==> config.mk <==
export PLATFORM = sky130hd
export DESIGN_NAME = multdiv_unit
export DESIGN_NICKNAME = d
export VERILOG_FILES = /design/src/rtl/multdiv_unit.sv
export SDC_FILE = /design/constraint.sdc
export NUM_CORES = 1
export LEC_CHECK = 0
export BUFFER_PORTS_ARGS = -buffer_cell sky130_fd_sc_hd__buf_2
export CORE_UTILIZATION = 50
export CTS_CLUSTER_SIZE = 16
export DETAILED_ROUTE_END_ITERATION = 8
export HOLD_SLACK_MARGIN = 0.03
export MAX_ROUTING_LAYER = met4
export PLACE_DENSITY = 0.68
export SLEW_MARGIN = 20
export SYNTH_ARGS = -nofsm -noshare
export SYNTH_HDL_FRONTEND = slang
export SYNTH_SLANG_ARGS = --single-unit
==> constraint.sdc <==
create_clock -name clock -period 5.2 [get_ports clock]
set_input_delay 1.04 -clock clock [delete_from_list [all_inputs] [get_ports clock]]
set_output_delay 1.04 -clock clock [all_outputs]
set_load 0.1 [all_outputs]
==> src/rtl/multdiv_unit.sv <==
// Iterative signed multiply/divide unit. It uses a radix-2 shift-add multiply and a
// restoring divide, each taking one bit per cycle on operand magnitudes.
module multdiv_unit #(
    parameter int WIDTH = 32,
    parameter int CNTW  = 6
) (
    input  logic             clock,
    input  logic             reset,
    input  logic             ctrl_MULT,
    input  logic             ctrl_DIV,
    input  logic [WIDTH-1:0] data_operandA,
    input  logic [WIDTH-1:0] data_operandB,
    input  logic [4:0]       rd_in,
    output logic             busy,
    output logic [WIDTH-1:0] data_result,
    output logic             data_exception,
    output logic             data_resultRDY,
    output logic [4:0]       rd_out
);

    typedef enum logic [1:0] {S_IDLE, S_MULT, S_DIV, S_DONE} state_t;

    state_t             state, state_next;
    logic [CNTW-1:0]    count;
    logic [2*WIDTH-1:0] acc;      // mult: {partial product, multiplier}; div: low half is quotient
    logic [WIDTH-1:0]   mcand;    // multiplicand or divisor magnitude
    logic [WIDTH:0]     rem;
    logic               neg;
    logic               div_zero;

    logic               start_mult, start_div, last;
    logic [WIDTH:0]     add_sum;
    logic [WIDTH:0]     shifted;
    logic [WIDTH:0]     trial;
    logic [2*WIDTH-1:0] prod;
    logic [WIDTH-1:0]   quot;
    logic               mult_exc, div_exc;

    function automatic logic [WIDTH-1:0] magnitude(input logic signed [WIDTH-1:0] v);
        return v[WIDTH-1] ? WIDTH'(-v) : v;
    endfunction

    function automatic logic [2*WIDTH-1:0] apply_sign2(input logic [2*WIDTH-1:0] v, input logic n);
        return n ? (2*WIDTH)'(-v) : v;
    endfunction

    // The product overflows when its upper WIDTH+1 bits are not a pure sign extension.
    function automatic logic fits_signed(input logic [2*WIDTH-1:0] p);
        return (&p[2*WIDTH-1:WIDTH-1]) || !(|p[2*WIDTH-1:WIDTH-1]);
    endfunction

    assign start_mult = (state == S_IDLE) && ctrl_MULT;
    assign start_div  = (state == S_IDLE) && !ctrl_MULT && ctrl_DIV;
    assign last       = (count == CNTW'(WIDTH));

    assign add_sum  = {1'b0, acc[2*WIDTH-1:WIDTH]} + (acc[0] ? {1'b0, mcand} : '0);
    assign shifted  = {rem[WIDTH-1:0], acc[WIDTH-1]};
    assign trial    = shifted - {1'b0, mcand};
    assign prod     = apply_sign2(acc, neg);
    assign quot     = neg ? WIDTH'(-acc[WIDTH-1:0]) : acc[WIDTH-1:0];
    assign mult_exc = !fits_signed(prod);
    // Only -2^(WIDTH-1) / -1 leaves a positive quotient with its top bit set.
    assign div_exc  = !neg && acc[WIDTH-1];

    always_ff @(posedge clock or negedge reset) begin
        if (!reset) state <= S_IDLE;
        else        state <= state_next;
    end

    always_comb begin
        state_next = state;
        case (state)
            S_IDLE: begin
                if (start_mult)     state_next = S_MULT;
                else if (start_div) state_next = S_DIV;
            end
            S_MULT:  if (last) state_next = S_DONE;
            S_DIV:   if (last || div_zero) state_next = S_DONE;
            S_DONE:  state_next = S_IDLE;
            default: state_next = S_IDLE;
        endcase
    end

    assign busy           = (state == S_MULT) || (state == S_DIV);
    assign data_resultRDY = (state == S_DONE);

    always_ff @(posedge clock or negedge reset) begin
        if (!reset) begin
            count          <= '0;
            acc            <= '0;
            mcand          <= '0;
            rem            <= '0;
            neg            <= 1'b0;
            div_zero       <= 1'b0;
            data_result    <= '0;
            data_exception <= 1'b0;
            rd_out         <= '0;
        end else begin
            case (state)
                S_IDLE: begin
                    if (start_mult || start_div) begin
                        count          <= '0;
                        rem            <= '0;
                        neg            <= data_operandA[WIDTH-1] ^ data_operandB[WIDTH-1];
                        div_zero       <= (data_operandB == '0);
                        rd_out         <= rd_in;
                        data_result    <= '0;
                        data_exception <= 1'b0;
                        if (start_mult) begin
                            acc   <= {{WIDTH{1'b0}}, magnitude(data_operandB)};
                            mcand <= magnitude(data_operandA);
                        end else begin
                            acc   <= {{WIDTH{1'b0}}, magnitude(data_operandA)};
                            mcand <= magnitude(data_operandB);
                        end
                    end
                end
                S_MULT: begin
                    if (last) begin
                        data_result    <= prod[WIDTH-1:0];
                        data_exception <= mult_exc;
                    end else begin
                        acc   <= {add_sum, acc[WIDTH-1:1]};
                        count <= count + 1'b1;
                    end
                end
                S_DIV: begin
                    if (div_zero) begin
                        data_result    <= '0;
                        data_exception <= 1'b1;
                    end else if (last) begin
                        data_result    <= quot;
                        data_exception <= div_exc;
                    end else begin
                        if (!trial[WIDTH]) begin
                            rem            <= trial;
                            acc[WIDTH-1:0] <= {acc[WIDTH-2:0], 1'b1};
                        end else begin
                            rem            <= shifted;
                            acc[WIDTH-1:0] <= {acc[WIDTH-2:0], 1'b0};
                        end
                        count <= count + 1'b1;
                    end
                end
                default: ;
            endcase
        end
    end

endmodule

==> results of run 1 <==
==> state kept, by name (all words and copies together), names as in the netlist <==
register and count:
acc 64, data_result 32, mcand 32, rem 32, count 6, rd_out 5
state 2, data_exception 1, div_zero 1, neg 1
==> placed cells by master, fill, tap and decap left out, types with 12 or more instances in the layout <==
cell       count
nand2_1      207
o21ai_0      197
dfrtp_1      176
nor2_1       147
a21oi_1      119
buf_2        111
xor2_1        91
inv_1         80
xnor2_1       80
ha_1          72
nand3_1       40
o31ai_1       39
a21o_1        36
nor3_1        34
a22o_1        34
a22oi_1       33
a221o_1       27
o41ai_1       23
and2_1        22
nor4_1        17
nand2b_1      17
clkbuf_16     17
buf_4         17
nand4_1       16
or3_1         16
or4_1         15
a31oi_1       12
==> worst reg2reg max path: stages, from the launching register on <==
cell	delay, ns
dfrtp_1	0.48
inv_1	0.17
ha_1	0.22
fa_1	0.20
nor2b_1	0.08
o31ai_1	0.36
a21oi_1	0.17
o211ai_1	0.28
a21oi_1	0.13
o21ai_0	0.22
a31oi_1	0.17
xnor2_1	0.71
nor2_1	0.36
buf_4	0.31
a221o_1	0.34
==> power by group through the flow <==
| stage | Clock, mW | Combinational (mW) | Sequential [mW] |
|---|---|---|---|
| final | 1.37 | 6.52 | 2.55 |
| after detailed placement | 0 | 6.42 | 2.55 |
| after global placement | 0 | 6.34 | 2.53 |
| after global routing | 1.44 | 7.23 | 2.62 |
| after floorplan | 0 | 4.72 | 2.70 |
| after CTS | 1.39 | 6.45 | 2.53 |
==> kinds of logic (layout without fill, tap and decap cells) <==
logic type / count (synthesis) / in the layout / synth area share (%)
AOI/OAI and AO/OA: 589 / 589 / 26.6
and+or+nand+nor: 582 / 582 / 19.2
buffers and inverters: 189 / 241 / 5.12
adders and majority gates: 75 / 75 / 6.66
muxes: 17 / 17 / 1.26
DFF: 176 / 176 / 30.7
xor gates and xnor gates: 171 / 171 / 10.5
==> routing by layer <==
layer | global-route usage [%] | vias up | part of all wire, %
met2 | 45.9 | 428 | 44
met3 | 4.86 | 61 | 6.0
met4 | 10.2 | 0 | 2.7
met5 | - | - | 0
met1 | 42.6 | 6441 | 47
li1 | - | 6575 | -
==> final timing paths <==
path / depth (start not counted) / slack (ns) / endpoint / start
min in group asynchronous: 1 / 0.72 / rd_out[3] / reset
max reg2reg: 14 / 0.90 / rem[14] / acc[31]
min: 2 / 0.47 / data_result[12] / data_result[12]
min reg2reg: 2 / 0.47 / data_result[12] / data_result[12]
max in group asynchronous: 2 / 3.54 / count[2] / reset
max: 14 / 0.90 / rem[14] / acc[31]
==> area by class of cell <==
cell class / count / area, um2 / area share [%]
Sequential cell: 176 / 4400 / 28.0
Clock inverter: 13 / 178 / 1.13
Tap cell: 378 / 473 / 3.01
Multi-Input combinational cell: 1434 / 9210 / 58.6
Clock buffer: 18 / 429 / 2.73
Timing Repair Buffer: 130 / 714 / 4.55
Inverter: 80 / 300 / 1.91
==> summary.txt, run 1 <==
Critical Path AT - 4.63 ns
Die footprint - 0.0293 mm2
Placement Cell Area - 0.0151 mm2
Most common library cells after synthesis - nand2_1, o21ai_0, dfrtp_1
Async SR Flop Fraction - 100%
# DRC - 0
Startpoint types - flip-flop
Yosys top cell by area - dfrtp_1
Sw Ratio - 52.8%
Net Sw Power - 5.50 mW
Clk_skew - 0.0111 ns
Setup Viol. Count Final - 0
GRT Util Overall - 30.8%
RSZ-0062 raised after global routing - no
Max-slew violation count - 0
Post-Place Cells - 2198
Setup ws final - 0.896 ns
Post-CTS Setup Bufs - 0
Tcrit/Tclk final - 82.8%
Post_cts resized - 0
Vias/cell - 6.06
Routed WL per cell - 19.1 um
Root Driver - clkbuf_16
Filler instances - 2610
Antenna diodes - 0
Mapped Area - 0.0143 mm2
#FFs+latches synth - 176
DRT Pass-1 Iters - 5
Synth Net Count - 1947
Run status - complete, no violations
Post-synth EDFFs - 0
Fin. Hold Viols - 0
CP top delay family - compound AO/OA/AOI/OAI gates
Initial Util - 51.1%
Most frequent cell after synthesis - nand2_1
Worst-path cell chain - inv_1 > ha_1 > fa_1 > nor2b_1 > o31ai_1 > a21oi_1 > o211ai_1 > a21oi_1 > o21ai_0 > a31oi_1 > xnor2_1 > nor2_1 > buf_4 > a221o_1
Antenna Nets Post-Route - 0
Synth warnings - 0
Crit path required time - 5.53 ns
Layout Cells excl Fill - 2229
Number of I/O pins - 113
H-tree depth - 4
Tmin final - 4.30 ns
Worst skew pair latency - 0.45 ns
CP bufs+invs - 2
Synth Flop Type - dfrtp_1
Final setup TNS - 0 ns
Tightest hold margin - 0.473 ns
Final Routed Wirelength - 42600 um
Area growth from synthesis to layout - 9.67%
Via count - 13.5k
Post-route cell area - 0.0157 mm2
Initial antenna violation count - 0
Die W - 171 um
Routability cong. - 0.976
CP max stage cell - xnor2_1
CTS Hold Bufs - 0
Design Power - 10.4 mW
Logic gate share of total power - 62.5%
DP Worst Slack - 1.02 ns
Share of layout cells above drive strength 1 - 10.3%
CORE AREA - 0.0280 mm2
Fmax achieved - 0.232 GHz
Clock tree from TritonCTS - yes
Worst relative slew slack - 27.7%
Yosys top cell area share - 30.7%
Clk slew on worst S/H paths - 0.07 ns
First-pass GRT wire length - 68100 um
Worst-margin pin slew - 1.08 ns
Die Span Y - 171 um
Total CTS buffers - 17
Number of global-route vias before repair - 12.6k
Power Dens Cells - 664 mW/mm2
Nets - 1987
Largest fanout on the critical path - 15
Largest cells by area after synthesis - dfrtp_1, o21ai_0, ha_1
Num rows - 61
DR iter-0 viols - 1264
Grt ovf - 0
Seq/Total Area, Yosys - 30.7%
Port-buffer cells - 112
Worst-case vdd ir drop - 0.000362 V
Max Cap Viol - 0
Pleak - 7.34 nW
CP max stage delay - 0.71 ns
Flop pwr share - 24.4%
Largest net degree at the start of global routing - 102
CTS sink cnt - 176
Synthesized area per cell - 7.96 um2
Post-DP HPWL - 32100 um
Internal power - 4.93 mW
Worst setup EP type - flip-flop
Crit Path Class - flip-flop to flip-flop
Hold WC Path Type - flip-flop to flip-flop
Distinct cells, synth - 68
CTS Buffer Depth - 2
Most used cell, CP - a21oi_1
Clk pwr share - 13.1%
Syn Inst Count - 1799
Post-Route Utilization - 56.1%
Power figures use the tool's default switching activity.
==> run 2: changes to the inputs <==
--- a/config.mk
+++ b/config.mk
@@ -5,13 +5,14 @@
 export SDC_FILE = /design/constraint.sdc
 export NUM_CORES = 1
 export LEC_CHECK = 0
+export ABC_AREA = 1
 export BUFFER_PORTS_ARGS = -buffer_cell sky130_fd_sc_hd__buf_2
 export CORE_UTILIZATION = 50
 export CTS_CLUSTER_SIZE = 16
 export DETAILED_ROUTE_END_ITERATION = 8
 export HOLD_SLACK_MARGIN = 0.03
 export MAX_ROUTING_LAYER = met4
-export PLACE_DENSITY = 0.68
+export PLACE_DENSITY = 0.71
 export SLEW_MARGIN = 20
 export SYNTH_ARGS = -nofsm -noshare
 export SYNTH_HDL_FRONTEND = slang
==> constraint.sdc (replaced) <==
create_clock -name clock -period 3.52 [get_ports clock]
set_input_delay 0.704 -clock clock [delete_from_list [all_inputs] [get_ports clock]]
set_output_delay 0.704 -clock clock [all_outputs]
set_load 0.1 [all_outputs]
==> summary.txt, run 2 <==
Run status - complete, no violations (unchanged)
Worst relative slew slack - 47.6% (was 27.7%)
Synth Flop Type - dfrtp_1 (unchanged)
Setup Viol. Count Final - 0 (unchanged)
Total CTS buffers - 17 (unchanged)
CP top delay family - simple AND/OR/NAND/NOR gates (was compound AO/OA/AOI/OAI gates)
Die Span Y - 181 um (was 171 um)
Worst Reg2Reg Path Length in Cells - 15 (was 14)
CTS Buffer Depth - 2 (unchanged)
Max-slew violation count - 0 (unchanged)
Fmax achieved - 0.330 GHz (was 0.232 GHz)
Startpoint types - flip-flop (unchanged)
#FFs+latches synth - 176 (unchanged)
Tightest hold margin - 0.281 ns (was 0.473 ns)
Antenna Nets Post-Route - 0 (unchanged)
Most common library cells after synthesis - nand2_1, nor2_1, inv_1 (was nand2_1, o21ai_0, dfrtp_1)
Syn Inst Count - 2455 (was 1799)
Num rows - 65 (was 61)
Via count - 17.2k (was 13.5k)
Most frequent cell after synthesis - nand2_1 (unchanged)
Initial Util - 50.7% (was 51.1%)
# DRC - 0 (unchanged)
Largest Register - acc (unchanged)
Setup ws final - 0.487 ns (was 0.896 ns)
RSZ-0062 raised after global routing - no (unchanged)
CTS sink cnt - 176 (unchanged)
Power Dens Cells - 1040 mW/mm2 (was 664 mW/mm2)
Critical Path AT - 3.36 ns (was 4.63 ns)
Routability cong. - 1.05 (was 0.976)
Distinct cells, synth - 60 (was 68)
Max reg flops - 64 (unchanged)
CORE AREA - 0.0315 mm2 (was 0.0280 mm2)
DR iter-0 viols - 1792 (was 1264)
Crit Path Class - flip-flop to flip-flop (unchanged)
Worst-case vdd ir drop - 0.000560 V (was 0.000362 V)
Most common cell after layout, fill and taps aside - nand2_1 (unchanged)
Initial antenna violation count - 1 (was 0)
Post-synth EDFFs - 0 (unchanged)
Synthesized area per cell - 6.50 um2 (was 7.96 um2)
Largest net degree at the start of global routing - 79 (was 102)
Seq/Total Area, Yosys - 27.6% (was 30.7%)
Routed WL per cell - 18.9 um (was 19.1 um)
Crit path required time - 3.84 ns (was 5.53 ns)
Worst-margin pin slew - 0.786 ns (was 1.08 ns)
Vias/cell - 5.84 (was 6.06)
Share of layout cells above drive strength 1 - 9.24% (was 10.3%)
Fin. Hold Viols - 0 (unchanged)
Tcrit/Tclk final - 86.2% (was 82.8%)
CTS Hold Bufs - 0 (unchanged)
Largest fanout on the critical path - 27 (was 15)
Async SR Flop Fraction - 100% (unchanged)
Worst path depth - 15 (was 14)
Mapped Area - 0.0159 mm2 (was 0.0143 mm2)
Yosys top cell area share - 27.6% (was 30.7%)
Hold WC Path Type - primary input to asynchronous set/reset pin (was flip-flop to flip-flop)
H-tree depth - 4 (unchanged)
Final Routed Wirelength - 55700 um (was 42600 um)
Clk slew on worst S/H paths - 0.07 ns (about the same)
Clk_skew - 0.0146 ns (was 0.0111 ns)
Die W - 181 um (was 171 um)
Synth warnings - 0 (unchanged)
Pleak - 8.92 nW (was 7.34 nW)
CP max stage cell - dfrtp_1 (was xnor2_1)
Number of global-route vias before repair - 15.8k (was 12.6k)
Tmin final - 3.03 ns (was 4.30 ns)
CP max stage delay - 0.41 ns (was 0.71 ns)
GRT Util Overall - 35.3% (was 30.8%)
Yosys top cell by area - dfrtp_1 (unchanged)
Post_cts resized - 0 (unchanged)
Final setup TNS - 0 ns (unchanged)
Grt ovf - 0 (unchanged)
Clock tree from TritonCTS - yes (unchanged)
Max Cap Viol - 0 (unchanged)
Design Power - 18.2 mW (was 10.4 mW)
Post-DP HPWL - 44400 um (was 32100 um)
Largest cells by area after synthesis - dfrtp_1, nand2_1, nor2_1 (was dfrtp_1, o21ai_0, ha_1)
DRT Pass-1 Iters - 7 (was 5)
Area growth from synthesis to layout - 9.70% (was 9.67%)
Commonest cells after routing, fill and taps aside - nand2_1, nor2_1, inv_1, dfrtp_1, o21ai_0 (was nand2_1, o21ai_0, dfrtp_1, nor2_1, a21oi_1)
Post-CTS Setup Bufs - 0 (unchanged)
Synth Net Count - 2603 (was 1947)
Worst-path cell chain - buf_4 > nand2_1 > inv_1 > ha_1 > nand3_1 > nand2_1 > a21oi_1 > inv_1 > nand2_1 > nand2_1 > a21oi_1 > nor2_1 > or2_2 > o21ai_0 > o21ai_0 (was inv_1 > ha_1 > fa_1 > nor2b_1 > o31ai_1 > a21oi_1 > o211ai_1 > a21oi_1 > o21ai_0 > a31oi_1 > xnor2_1 > nor2_1 > buf_4 > a221o_1)
Worst skew pair latency - 0.47 ns (was 0.45 ns)
First-pass GRT wire length - 87000 um (was 68100 um)
Worst setup EP type - flip-flop (unchanged)
Number of I/O pins - 113 (unchanged)
DP Worst Slack - 0.557 ns (was 1.02 ns)
Die footprint - 0.0326 mm2 (was 0.0293 mm2)
Port-buffer cells - 112 (unchanged)
Root Driver - clkbuf_16 (unchanged)
Most used cell, CP - nand2_1 (was a21oi_1)
CP bufs+invs - 3 (was 2)
Nets - 2677 (was 1987)
==> run 2: changes by cell type in the layout (fill, tap and decap cells not counted), sizes merged, moves of 35 or more <==
cell | previous run | this run
nand2 | 207 | 676
inv | 85 | 312
nor2 | 149 | 319
nand3 | 40 | 110
xnor2 | 80 | 18
o22ai | 4 | 49
o31ai | 40 | 5
==> run 2: cell type report <==
type                            instances  area (um2)
Antenna cell                            1        2.50
Clock buffer                           19         453
Clock inverter                         13         161
Fill cell                            3188       14000
Inverter                              305        1150
Multi-Input combinational cell       1890       10000
Sequential cell                       176        4410
Tap cell                              402         503
Timing Repair Buffer                  139         795
==> run 2: cell families (layout without fill, tap and decap cells) <==
logic type	count (synthesis)	in the layout	share of synthesized area, %
AOI/OAI and AO/OA	513	513	19.9
DFF	176	176	27.6
buffers and inverters	389	476	9.54
xor gates and xnor gates	109	109	5.99
other	0	1	0
and+or+nand+nor	1193	1193	31.0
adders and majority gates	75	75	5.98
==> run 2: worst paths after layout <==
path                           start  slack [ns]        end
hold / removal                 reset        0.28   count[0]
hold reg to reg            rd_out[2]        0.48  rd_out[2]
setup reg to reg              acc[0]        0.49    acc[48]
setup / recovery              acc[0]        0.49    acc[48]
min in group clock          rd_in[1]        0.43  rd_out[1]
max in group asynchronous      reset        2.36    acc[51]
==> run 2: metal layers <==
layer / routed length (um) / track usage [%] / vias up
met2: 24500 / 53.9 / 813
met3: 4520 / 4.73 / 121
met5: 0 / - / -
met1: 24700 / 47.4 / 7989
li1: - / - / 8277
met4: 1990 / 13.4 / 0
==> run 2: worst reg2reg max path, cell delays in order (launching register included) <==
cell	delay, ns
dfrtp_1	0.41
buf_4	0.29
nand2_1	0.16
inv_1	0.09
ha_1	0.22
nand3_1	0.07
nand2_1	0.10
a21oi_1	0.19
inv_1	0.09
nand2_1	0.06
nand2_1	0.10
a21oi_1	0.25
nor2_1	0.11
or2_2	0.29
o21ai_0	0.30
o21ai_0	0.14
==> run 2: power by group <==
group,total [mW],switching (mW),internal [mW]
clock network,2.05,0.935,1.11
logic,12.5,8.71,3.75
registers,3.72,0.918,2.80
==> run 2: stage by stage <==
step                cells  util, %  cell area [um2]
floorplan            2455        -            15900
global placement     2912     53.6            16900
detailed placement   2912     53.6            16900
CTS                  2944     55.6            17500
global route         2945     55.6            17500
finish               2945     55.6            17500
==> run 3: changes to the inputs <==
--- a/config.mk
+++ b/config.mk
@@ -6,13 +6,13 @@
 export NUM_CORES = 1
 export LEC_CHECK = 0
 export ABC_AREA = 1
-export BUFFER_PORTS_ARGS = -buffer_cell sky130_fd_sc_hd__buf_2
 export CORE_UTILIZATION = 50
 export CTS_CLUSTER_SIZE = 16
 export DETAILED_ROUTE_END_ITERATION = 8
+export DONT_BUFFER_PORTS = 1
 export HOLD_SLACK_MARGIN = 0.03
 export MAX_ROUTING_LAYER = met4
-export PLACE_DENSITY = 0.71
+export PLACE_DENSITY = 0.68
 export SLEW_MARGIN = 20
 export SYNTH_ARGS = -nofsm -noshare
 export SYNTH_HDL_FRONTEND = slang
==> summary.txt, run 3 (same netlist as run 2, synthesis figures left out) <==
Run status - finished with violations (was complete, no violations)
Failing checks - negative hold slack
H-tree depth - 4 (unchanged)
Clk_skew - 0.0137 ns (was 0.0146 ns)
CORE AREA - 0.0315 mm2 (unchanged)
Setup Viol. Count Final - 0 (unchanged)
DRT Pass-1 Iters - 7 (unchanged)
Routability cong. - 1.03 (was 1.05)
Max reg flops - 64 (unchanged)
Port-buffer cells - 0 (was 112)
Post_cts resized - 0 (unchanged)
Num rows - 65 (unchanged)
Share of layout cells above drive strength 1 - 5.10% (was 9.24%)
Max-slew violation count - 0 (unchanged)
First-pass GRT wire length - 88100 um (was 87000 um)
Hold WC Path Type - primary input to asynchronous set/reset pin (unchanged)
Most common cell after layout, fill and taps aside - nand2_1 (unchanged)
Die footprint - 0.0326 mm2 (unchanged)
Post-route cell area - 0.0169 mm2 (was 0.0175 mm2)
Startpoint types - flip-flop (unchanged)
Post-CTS Setup Bufs - 0 (unchanged)
Largest Register - acc (unchanged)
CTS Buffer Depth - 2 (unchanged)
Tcrit/Tclk final - 89.1% (was 86.2%)
Max Cap Viol - 0 (unchanged)
Setup ws final - 0.384 ns (was 0.487 ns)
# DRC - 0 (unchanged)
Clk slew on worst S/H paths - 0.08 ns (was 0.07 ns)
DR iter-0 viols - 1748 (was 1792)
Worst-margin pin slew - 1.05 ns (was 0.786 ns)
Area growth from synthesis to layout - 5.79% (was 9.70%)
Fmax achieved - 0.319 GHz (was 0.330 GHz)
Fin. Hold Viols - 68 (was 0)
CTS sink cnt - 176 (unchanged)
Number of I/O pins - 113 (unchanged)
Routed WL per cell - 19.8 um (was 18.9 um)
Layout Cells excl Fill - 2834 (was 2945)
Total CTS buffers - 17 (unchanged)
Commonest cells after routing, fill and taps aside - nand2_1, nor2_1, inv_1, dfrtp_1, o21ai_0 (unchanged)
Post-Place Cells - 2802 (was 2912)
Crit path required time - 3.90 ns (was 3.84 ns)
Root Driver - clkbuf_16 (unchanged)
Via count - 16.7k (was 17.2k)
Worst Reg2Reg Path Length in Cells - 15 (unchanged)
Tmin final - 3.14 ns (was 3.03 ns)
Worst-case vdd ir drop - 0.000540 V (was 0.000560 V)
Power Dens Cells - 1060 mW/mm2 (was 1040 mW/mm2)
Worst skew pair latency - 0.46 ns (was 0.47 ns)
Antenna Nets Post-Route - 0 (unchanged)
Number of global-route vias before repair - 15.7k (was 15.8k)
Critical Path AT - 3.52 ns (was 3.36 ns)
Post-Route Utilization - 53.6% (was 55.6%)
Tightest hold margin - -0.0620 ns (was 0.281 ns)
Largest net degree at the start of global routing - 177 (was 79)
Grt ovf - 0 (unchanged)
Nets - 2567 (was 2677)
Worst setup EP type - flip-flop (unchanged)
Crit Path Class - flip-flop to flip-flop (unchanged)
Die W - 181 um (unchanged)
Largest fanout on the critical path - 21 (was 27)
Initial Util - 50.7% (unchanged)
DP Worst Slack - 0.449 ns (was 0.557 ns)
Pleak - 8.41 nW (was 8.92 nW)
Vias/cell - 5.88 (was 5.84)
Clock tree from TritonCTS - yes (unchanged)
Antenna diodes - 0 (was 1)
Placement Cell Area - 0.0163 mm2 (was 0.0169 mm2)
Initial antenna violation count - 0 (was 1)
Final Routed Wirelength - 56200 um (was 55700 um)
Worst relative slew slack - 30.2% (was 47.6%)
RSZ-0062 raised after global routing - no (unchanged)
Post-DP HPWL - 44300 um (was 44400 um)
Final setup TNS - 0 ns (unchanged)
GRT Util Overall - 36.0% (was 35.3%)
Die Span Y - 181 um (unchanged)
[run 3: final timing paths]
path / from / endpoint / slack (ns)
max: acc[31] / rem[3] / 0.38
min: reset / count[0] / -0.06
max reg2reg: acc[31] / rem[3] / 0.38
min reg2reg: rem[26] / rem[26] / 0.53
max in group asynchronous: reset / rd_out[4] / 3.16
min in group clock: rd_in[3] / rd_out[3] / 0.36
[run 3: final cells by class]
| type | count | area, um2 |
|---|---|---|
| multi-input combinational | 1890 | 10000 |
| tap | 402 | 503 |
| clock inverter | 13 | 121 |
| fill | 3198 | 14600 |
| inverter | 305 | 1150 |
| timing repair buffer | 29 | 230 |
| clock buffer | 19 | 433 |
| sequential | 176 | 4410 |
[run 3: through the flow]
step           total power [mW]  hold slack, ns
6_report                   17.9         -0.0620
3_3_place_gp               15.6           0.413
4_1_cts                    17.7         -0.0772
2_1_floorplan              12.6           0.408
3_5_place_dp               15.8           0.413
5_1_grt                    19.4         -0.0818
[run 3: per-layer routing]
metal	global-route usage [%]	up-vias	part of all wire, %
met3	5.30	102	7.9
met4	12.9	0	3.3
met1	48.6	7793	44
li1	-	8042	-
met2	54.7	719	44
met5	-	-	0
[run 3: critical path, cell delays in order (launching register included)]
cell      delay (ns)
dfrtp_1         0.46
inv_1           0.10
ha_1            0.25
fa_1            0.42
o21ai_2         0.27
a21oi_2         0.12
o21ai_2         0.16
nand2_1         0.08
nand2_2         0.10
nand2_2         0.08
o211ai_2        0.17
nand2_2         0.09
inv_2           0.36
buf_4           0.23
nor2_1          0.04
o21ai_1         0.14
[run 3: power breakdown]
group / switching [mW] / leakage, nW / internal, mW / total, mW
clock network: 0.951 / 0.276 / 0.937 / 1.89
registers: 1.60 / 2.28 / 2.78 / 4.38
logic: 7.99 / 5.85 / 3.69 / 11.7
